===== src/rtl/dm_pkg.sv =====
// Shared definitions for the data-memory load/store paths: MIPS opcodes,
// load FSM states and the load legality check.
package dm_pkg;

    localparam logic [5:0] OP_LB  = 6'b100000;
    localparam logic [5:0] OP_LH  = 6'b100001;
    localparam logic [5:0] OP_LW  = 6'b100011;
    localparam logic [5:0] OP_LBU = 6'b100100;
    localparam logic [5:0] OP_LHU = 6'b100101;
    localparam logic [5:0] OP_SB  = 6'b101000;

    typedef enum logic [1:0] {
        IDLE = 2'd0,
        READ = 2'd1,
        CAPT = 2'd2,
        RESP = 2'd3
    } ld_state_t;

    // Returns 1 when a load cannot be serviced: unknown opcode or misaligned
    // halfword/word access.
    function automatic logic ld_is_err(input logic [5:0] op, input logic [1:0] addr_lo);
        logic err;
        case (op)
            OP_LB, OP_LBU: err = 1'b0;
            OP_LH, OP_LHU: err = addr_lo[0];
            OP_LW:         err = (addr_lo != 2'b00);
            default:       err = 1'b1;
        endcase
        return err;
    endfunction

endpackage


===== src/rtl/load_extract.sv =====
// Combinational load extractor: selects the addressed byte/halfword/word
// from a memory word and sign- or zero-extends it. Byte lane 0 is [7:0].
module load_extract
    import dm_pkg::*;
(
    input  logic [5:0]  i_op,
    input  logic [1:0]  i_addr_lo,
    input  logic [31:0] i_word,
    output logic [31:0] o_data
);

    logic [7:0]  w_byte;
    logic [15:0] w_half;

    // Pick the lane, then extend according to the opcode.
    always_comb begin
        w_byte = 8'h00;
        w_half = 16'h0000;
        o_data = 32'h0000_0000;

        case (i_addr_lo)
            2'd0:    w_byte = i_word[7:0];
            2'd1:    w_byte = i_word[15:8];
            2'd2:    w_byte = i_word[23:16];
            2'd3:    w_byte = i_word[31:24];
            default: w_byte = 8'h00;
        endcase

        if (i_addr_lo[1]) begin
            w_half = i_word[31:16];
        end else begin
            w_half = i_word[15:0];
        end

        case (i_op)
            OP_LB:   o_data = {{24{w_byte[7]}}, w_byte};
            OP_LBU:  o_data = {24'h000000, w_byte};
            OP_LH:   o_data = {{16{w_half[15]}}, w_half};
            OP_LHU:  o_data = {16'h0000, w_half};
            OP_LW:   o_data = i_word;
            default: o_data = 32'h0000_0000;
        endcase
    end

endmodule


===== src/rtl/dm_load_unit.sv =====
// Load requester for the word-addressed data memory. One request at a time:
// IDLE accepts, READ strobes the memory, CAPT extracts the returned word,
// RESP holds the result until the consumer takes it. Illegal requests skip
// the memory and respond with an error straight away.
module dm_load_unit
    import dm_pkg::*;
#(
    parameter int DEPTH_LOG2 = 10
) (
    input  logic                  clk,
    input  logic                  rst_n,
    input  logic                  req_valid,
    output logic                  req_ready,
    input  logic [5:0]            req_op,
    input  logic [31:0]           req_addr,
    output logic                  mem_re,
    output logic [DEPTH_LOG2-1:0] mem_raddr,
    input  logic [31:0]           mem_rdata,
    output logic                  rsp_valid,
    input  logic                  rsp_ready,
    output logic [31:0]           rsp_data,
    output logic                  rsp_err
);

    ld_state_t             r_state;
    logic [5:0]            r_op;
    logic [1:0]            r_addr_lo;
    logic                  r_req_ready;
    logic                  r_mem_re;
    logic [DEPTH_LOG2-1:0] r_mem_raddr;
    logic                  r_rsp_valid;
    logic [31:0]           r_rsp_data;
    logic                  r_rsp_err;

    logic                  w_req_err;
    logic [31:0]           w_ext_data;
    logic                  w_unused_addr;

    // Address bits above the memory window do not take part in the access.
    assign w_unused_addr = ^req_addr[31:DEPTH_LOG2+2];

    assign w_req_err = ld_is_err(req_op, req_addr[1:0]);

    load_extract u_extract (
        .i_op      (r_op),
        .i_addr_lo (r_addr_lo),
        .i_word    (mem_rdata),
        .o_data    (w_ext_data)
    );

    // Load FSM with all handshake and memory outputs registered.
    always_ff @(posedge clk) begin
        if (!rst_n) begin
            r_state     <= IDLE;
            r_op        <= 6'b000000;
            r_addr_lo   <= 2'b00;
            r_req_ready <= 1'b1;
            r_mem_re    <= 1'b0;
            r_mem_raddr <= '0;
            r_rsp_valid <= 1'b0;
            r_rsp_data  <= 32'h0000_0000;
            r_rsp_err   <= 1'b0;
        end else begin
            case (r_state)
                IDLE: begin
                    if (req_valid) begin
                        r_op        <= req_op;
                        r_addr_lo   <= req_addr[1:0];
                        r_req_ready <= 1'b0;
                        if (w_req_err) begin
                            r_state     <= RESP;
                            r_rsp_valid <= 1'b1;
                            r_rsp_data  <= 32'h0000_0000;
                            r_rsp_err   <= 1'b1;
                        end else begin
                            r_state     <= READ;
                            r_mem_re    <= 1'b1;
                            r_mem_raddr <= req_addr[DEPTH_LOG2+1:2];
                        end
                    end
                end
                READ: begin
                    r_mem_re <= 1'b0;
                    r_state  <= CAPT;
                end
                CAPT: begin
                    r_rsp_data  <= w_ext_data;
                    r_rsp_err   <= 1'b0;
                    r_rsp_valid <= 1'b1;
                    r_state     <= RESP;
                end
                RESP: begin
                    if (rsp_ready) begin
                        r_rsp_valid <= 1'b0;
                        r_req_ready <= 1'b1;
                        r_state     <= IDLE;
                    end
                end
                default: begin
                    r_state     <= IDLE;
                    r_req_ready <= 1'b1;
                    r_mem_re    <= 1'b0;
                    r_rsp_valid <= 1'b0;
                end
            endcase
        end
    end

    assign req_ready = r_req_ready;
    assign mem_re    = r_mem_re;
    assign mem_raddr = r_mem_raddr;
    assign rsp_valid = r_rsp_valid;
    assign rsp_data  = r_rsp_data;
    assign rsp_err   = r_rsp_err;

endmodule

===== config.mk =====
export PLATFORM = sky130hd
export DESIGN_NAME = dm_load_unit
export DESIGN_NICKNAME = d
export VERILOG_FILES = /design/src/rtl/dm_pkg.sv /design/src/rtl/load_extract.sv /design/src/rtl/dm_load_unit.sv
export SDC_FILE = /design/constraint.sdc
export NUM_CORES = 1
export LEC_CHECK = 0
export BUFFER_PORTS_ARGS = -buffer_cell sky130_fd_sc_hd__buf_2
export CAP_MARGIN = 10
export CORE_MARGIN = 10
export CORE_UTILIZATION = 50
export DETAILED_ROUTE_END_ITERATION = 8
export GPL_TIMING_DRIVEN = 1
export PLACE_DENSITY = 0.84
export SYNTH_ARGS = -nofsm -noshare
export SYNTH_HDL_FRONTEND = slang
export SYNTH_SLANG_ARGS = --single-unit

===== constraint.sdc =====
create_clock -name clk -period 5.1 [get_ports clk]
set_clock_uncertainty 0.1 [all_clocks]
set_input_delay 0.765 -clock clk [delete_from_list [all_inputs] [get_ports clk]]
set_output_delay 0.765 -clock clk [all_outputs]
set_load 0.01 [all_outputs]

==> run metrics, run 1 <==
status=complete, no violations; FFs w/ async S/R, synth=0; Hold Vio Cnt, Final=0; Num CTS Buffers=5; die area=around 0.009 mm2; sequential share of the synthesized area=0.407; most numerous cell in the Yosys netlist=dfxtp_1; share of cells above drive strength 1=0.331; Mapped Nets=between 300 and 400; Vias=between 2,000 and 3,000; top post-synthesis cells by area=dfxtp_1, o2bb2ai_1, a22oi_1; Post-CTS Resized=0; unique cell type count in the Yosys netlist=44; drt pass-1 iters=5; number of non-filler instances in the completed layout=~440; max layer used=met4; Post-Route WL=8260 um; Antenna diodes=0; Clock Latency Late Sink=~0.31 ns; worst slew pin tran=1.12 ns; Core Box Area=~0.0052 mm2; Yosys Warn Count=0; crit path DAT=between 2 and 3 ns; Peak VDD IR=about 0.00027 V; pins over their slew limit=0; startpoint class of the critical path=flop; DP HPWL=roughly 6100 um; min cycle time layout=2.75 ns; area delta synth->final=20.2%; final worst path period share=0.538; first-pass GRT wire length=13,300 um; CP endpoint kind=flop; CTS Sinks=56; DR DRC count=0; Die H=94.3 um; # IOs=120; hold_buf cts=0; number of max-cap violations=0; mean area per synthesized cell=roughly 9.6 um2; worst slack, placed=slightly above 2 ns; largest net degree at the start of global routing=33; CTS tree=yes; Data required, critical path=~5.2 ns; WL met3=between 1000 and 1500 um; vias per cell=~6; Yosys reg bits=56; antenna violations before repair=0; clock-pin slew of the registers on the worst-case setup and hold paths=roughly 0.090 ns; vias in the first global route=between 2,000 and 3,000; synth cell count leaders=dfxtp_1, nand2_1, o2bb2ai_1; CTS Buffer Depth=2; total congestion overflow=0; LEAKAGE=1.31 nW; Gate Count Post-Synth=287; RSZ-0062 raised after global routing=false; WS Path Type=reg2reg; CP max FO=22; postcts setup bufs=0; maximum clock rate=approximately 0.36 GHz; drt wl/cell=18.7 um; gp weighted congestion=between 0.7 and 0.8; met2 WL post-DR=3930 um; worst rel slew slack=0.249; final setup margin=about 2.4 ns; Initial Utilization=0.527; Layout Nets=about 450; Root Driver=clkbuf_8; fraction of synthesized cell area taken by the top area cell type=0.407; Metal-1 WL=around 3200 um; min-delay worst type=reg2reg; Netlist Area Pre-Place=between 0.002 and 0.003 mm2; Setup TNS=0 ns; std cell rows=26; ys flop type=dfxtp_1; Detailed Route Iter0 Violations=210; post-synth top area cell=dfxtp_1; Cell Count Post-Placement=435; setup violators final=0; Antenna Nets Post-Route=0; die width=roughly 94 um; maximum level of the CTS H-tree=2; all-layer global routing usage=0.183; Post-synth EDFFs=0; IO buf count=99; PD cells=between 300 and 400 mW/mm2
## report_power, final
part           switching (mW)  total, mW  leakage, nW  internal (mW)
clock                   0.139      0.233       0.0410         0.0939
combinational           0.203      0.344        0.820          0.141
sequential             0.0460      0.514        0.453          0.468
## cell type report
type	instances	area [um2]
repair buffers	102	518
clock inverters	1	5.00
fillers	481	1920
multi-input cells	201	1490
clock buffers	6	72.6
well taps	70	87.6
flip-flops and latches	56	1120
inverters	6	22.5
## layer usage
layer / up-vias / track usage
met5: - / 0
met4: 0 / 0.0456
met3: 14 / 0.0791
met2: 133 / 0.299
met1: 1268 / 0.214
li1: 1263 / -
## layout by cell type, fill, tap and decap left out, drive strengths merged, types with 3 or more instances in the layout
cell type,netlist,routed
ha,5,5
mux4,5,5
nor2,7,7
a22oi,23,23
o2bb2ai,32,32
buf,14,102
dfxtp,56,56
or3b,4,4
a21oi,28,28
nor3b,4,4
o21ai,15,15
nand2b,3,3
inv,6,6
clkbuf,10,6
nor4b,3,3
a221oi,9,9
mux2i,7,7
nand2,31,31
## per-stage QoR
stage,util,total power [mW],hold slack [ns],instance area (um2)
2_1_floorplan,-,0.782,0.348,2760
3_3_place_gp,0.618,0.850,0.338,3240
3_5_place_dp,0.618,0.865,0.341,3240
4_1_cts,0.633,1.09,0.370,3320
5_1_grt,0.633,1.16,0.378,3320
6_report,0.633,1.09,0.369,3320
## registers in the layout, indices dropped and copies added (netlist names)
register and cells:
r_op 6, mem_raddr 10, r_addr_lo 2, rsp_valid 1, rsp_data 32, rsp_err 1, r_state 2, mem_re 1
req_ready 1
## final timing paths
check,start,slack (ns),depth (start not counted),endpoint
worst max-delay path,r_state[0],2.35,6,mem_re
worst min-delay path,rsp_data[0],0.37,1,rsp_data[0]
worst max register to register,r_state[0],2.35,6,mem_re
worst min register to register,rsp_data[0],0.37,1,rsp_data[0]
## cells by family after synthesis
family	share of synthesized area
buf+inv	0.0558
compound gates	0.323
flops	0.407
mux	0.0662
fa+ha+maj	0.0227
simple gates	0.126
## worst max-delay path, cell delays in order (launching register included)
cell	delay [ns]
dfxtp_1	0.36
inv_1	0.12
ha_1	0.25
nand2_1	0.45
a2111oi_2	1.04
o21ai_0	0.17
a21oi_1	0.19
Note: power is estimated with default switching activity, not from simulation.
==> run 2, diff against run 1 <==
CORE_UTILIZATION = 47   (was 50)
PLACE_DENSITY = 0.79   (was 0.84)
clock period = 2.9 ns   (was 5.1 ns; I/O delays follow)
==> run metrics, run 2 (synthesis gave the netlist of run 1 again) <==
min-delay worst type=in2reg; LEAKAGE=1.36 nW (+3.6%); CTS Buffer Depth=2 (unchanged); vias per cell=5.89 (-2.7%); Design Power=2.04 mW (+87%); # IOs=120 (unchanged); CP max FO=16 (-27%); area delta synth->final=23.5%; postcts setup bufs=0 (unchanged); status=complete, no violations; Num CTS Buffers=5 (unchanged); Post-Route WL=8080 um (-2.2%); drt wl/cell=17.9 um (-4.1%); WS Path Type=reg2reg; met1 track demand over resource=0.200 (-0.0141); Data required, critical path=3.04 ns (-2.20 ns); max FFs per register=32 (unchanged); all-layer global routing usage=0.164 (-0.0194); crit path DAT=2.43 ns (-0.45 ns); Vias=2,658 (-0.75%); number of non-filler instances in the completed layout=451 (+2.0%); startpoint class of the critical path=flop; setup violators final=0 (unchanged); die width=96.6 um (+2.5%); most frequent cells in the layout=buf_2, dfxtp_1, nand2_1, o2bb2ai_1, a21oi_1; Layout Nets=457 (+1.3%); first-pass GRT wire length=13,100 um (-1.3%); Setup TNS=0 ns (unchanged); IO buf count=99 (unchanged); met3 usage=0.0710 (-0.00816); Cell Count Post-Placement=443 (+1.8%); final worst path period share=0.789 (+0.251); Core Box Area=0.00561 mm2 (+7.1%); largest net degree at the start of global routing=33 (unchanged); hold_buf cts=0 (unchanged); Antenna diodes=0 (unchanged); pins over their slew limit=0 (unchanged); DR DRC count=0 (unchanged); Top Usage Layer GRT=met2; Clock Latency Late Sink=0.31 ns (about the same); worst rel slew slack=0.542 (+0.294); Detailed Route Iter0 Violations=225 (+7.1%); die area=0.00933 mm2 (+5.0%); commonest non-fill, non-tap cell in the layout=buf_2; RSZ-0062 raised after global routing=false; worst slew pin tran=0.684 ns (-0.441 ns); drt pass-1 iters=4 (-1); worst slack, placed=0.509 ns (-1.54 ns); Peak VDD IR=0.000547 V (+110%); met2 Track Usage GR=0.263 (-0.0364); std cell rows=27 (+3.8%); share of cells above drive strength 1=0.343 (+0.0124); CTS Sinks=56 (unchanged); Root Driver=clkbuf_8; antenna violations before repair=0 (unchanged); Initial Utilization=0.492 (-0.0348); CTS tree=yes; final setup margin=0.612 ns (-1.74 ns); maximum clock rate=0.437 GHz (+20%); CP endpoint kind=flop; number of max-cap violations=0 (unchanged); Antenna Nets Post-Route=0 (unchanged); Die H=96.6 um (+2.5%); total congestion overflow=0 (unchanged); gp weighted congestion=0.840 (+8.7%); clock-pin slew of the registers on the worst-case setup and hold paths=0.10 ns (about the same); DP HPWL=6080 um (-0.88%); vias in the first global route=2,604 (-2.3%); Hold Vio Cnt, Final=0 (unchanged); PD cells=598 mW/mm2 (+82%); Post-CTS Resized=0 (unchanged); min cycle time layout=2.29 ns (-0.458 ns); maximum level of the CTS H-tree=2 (unchanged)
-- run 2: changes by cell type in the layout (fill, tap and decap cells not counted), sizes merged --
cell    change
buf         +6
bufinv      +1
-- run 2: worst paths after layout --
| path | start | endpoint | slack [ns] | cells past startpoint |
|---|---|---|---|---|
| worst max register to register | r_op[1] | rsp_data[30] | 0.61 | 4 |
| worst min-delay path | req_addr[7] | mem_raddr[5] | 0.25 | 3 |
| worst min register to register | rsp_data[16] | rsp_data[16] | 0.37 | 1 |
| worst max-delay path | r_op[1] | rsp_data[30] | 0.61 | 4 |
-- run 2: layer usage --
| layer | up-vias | part of all wire | routed length [um] |
|---|---|---|---|
| li1 | 1281 | - | - |
| met1 | 1234 | 0.43 | 3440 |
| met2 | 135 | 0.45 | 3670 |
| met3 | 8 | 0.11 | 888 |
| met4 | 0 | 0.0094 | 76 |
| met5 | - | 0 | 0 |
-- run 2: metrics by stage --
stage	cell area, um2	hold WS, ns	util
floorplan	2760	0.348	-
global placement	3300	0.339	0.588
detailed placement	3300	0.345	0.588
CTS	3410	0.246	0.607
global route	3410	0.244	0.607
finish	3410	0.254	0.607
-- run 2: critical path, cell delays in order (launching register included) --
cell and delay, ns:
dfxtp_1 0.36, or4b_1 0.72, a211oi_4 0.67, a22oi_1 0.19
o2bb2ai_1 0.17
-- run 2: cell type report --
type / count / area, um2
fillers: 508 / 2200
inverters: 6 / 22.5
repair buffers: 108 / 576
multi-input cells: 201 / 1490
clock inverters: 2 / 35.0
well taps: 72 / 90.1
clock buffers: 6 / 72.6
flip-flops and latches: 56 / 1120
-- run 2: where the power goes --
| group | leakage, nW | internal, mW | switching (mW) |
|---|---|---|---|
| logic | 0.853 | 0.272 | 0.379 |
| registers | 0.453 | 0.823 | 0.0551 |
| clock network | 0.0552 | 0.257 | 0.250 |
| total | 1.36 | 1.35 | 0.684 |
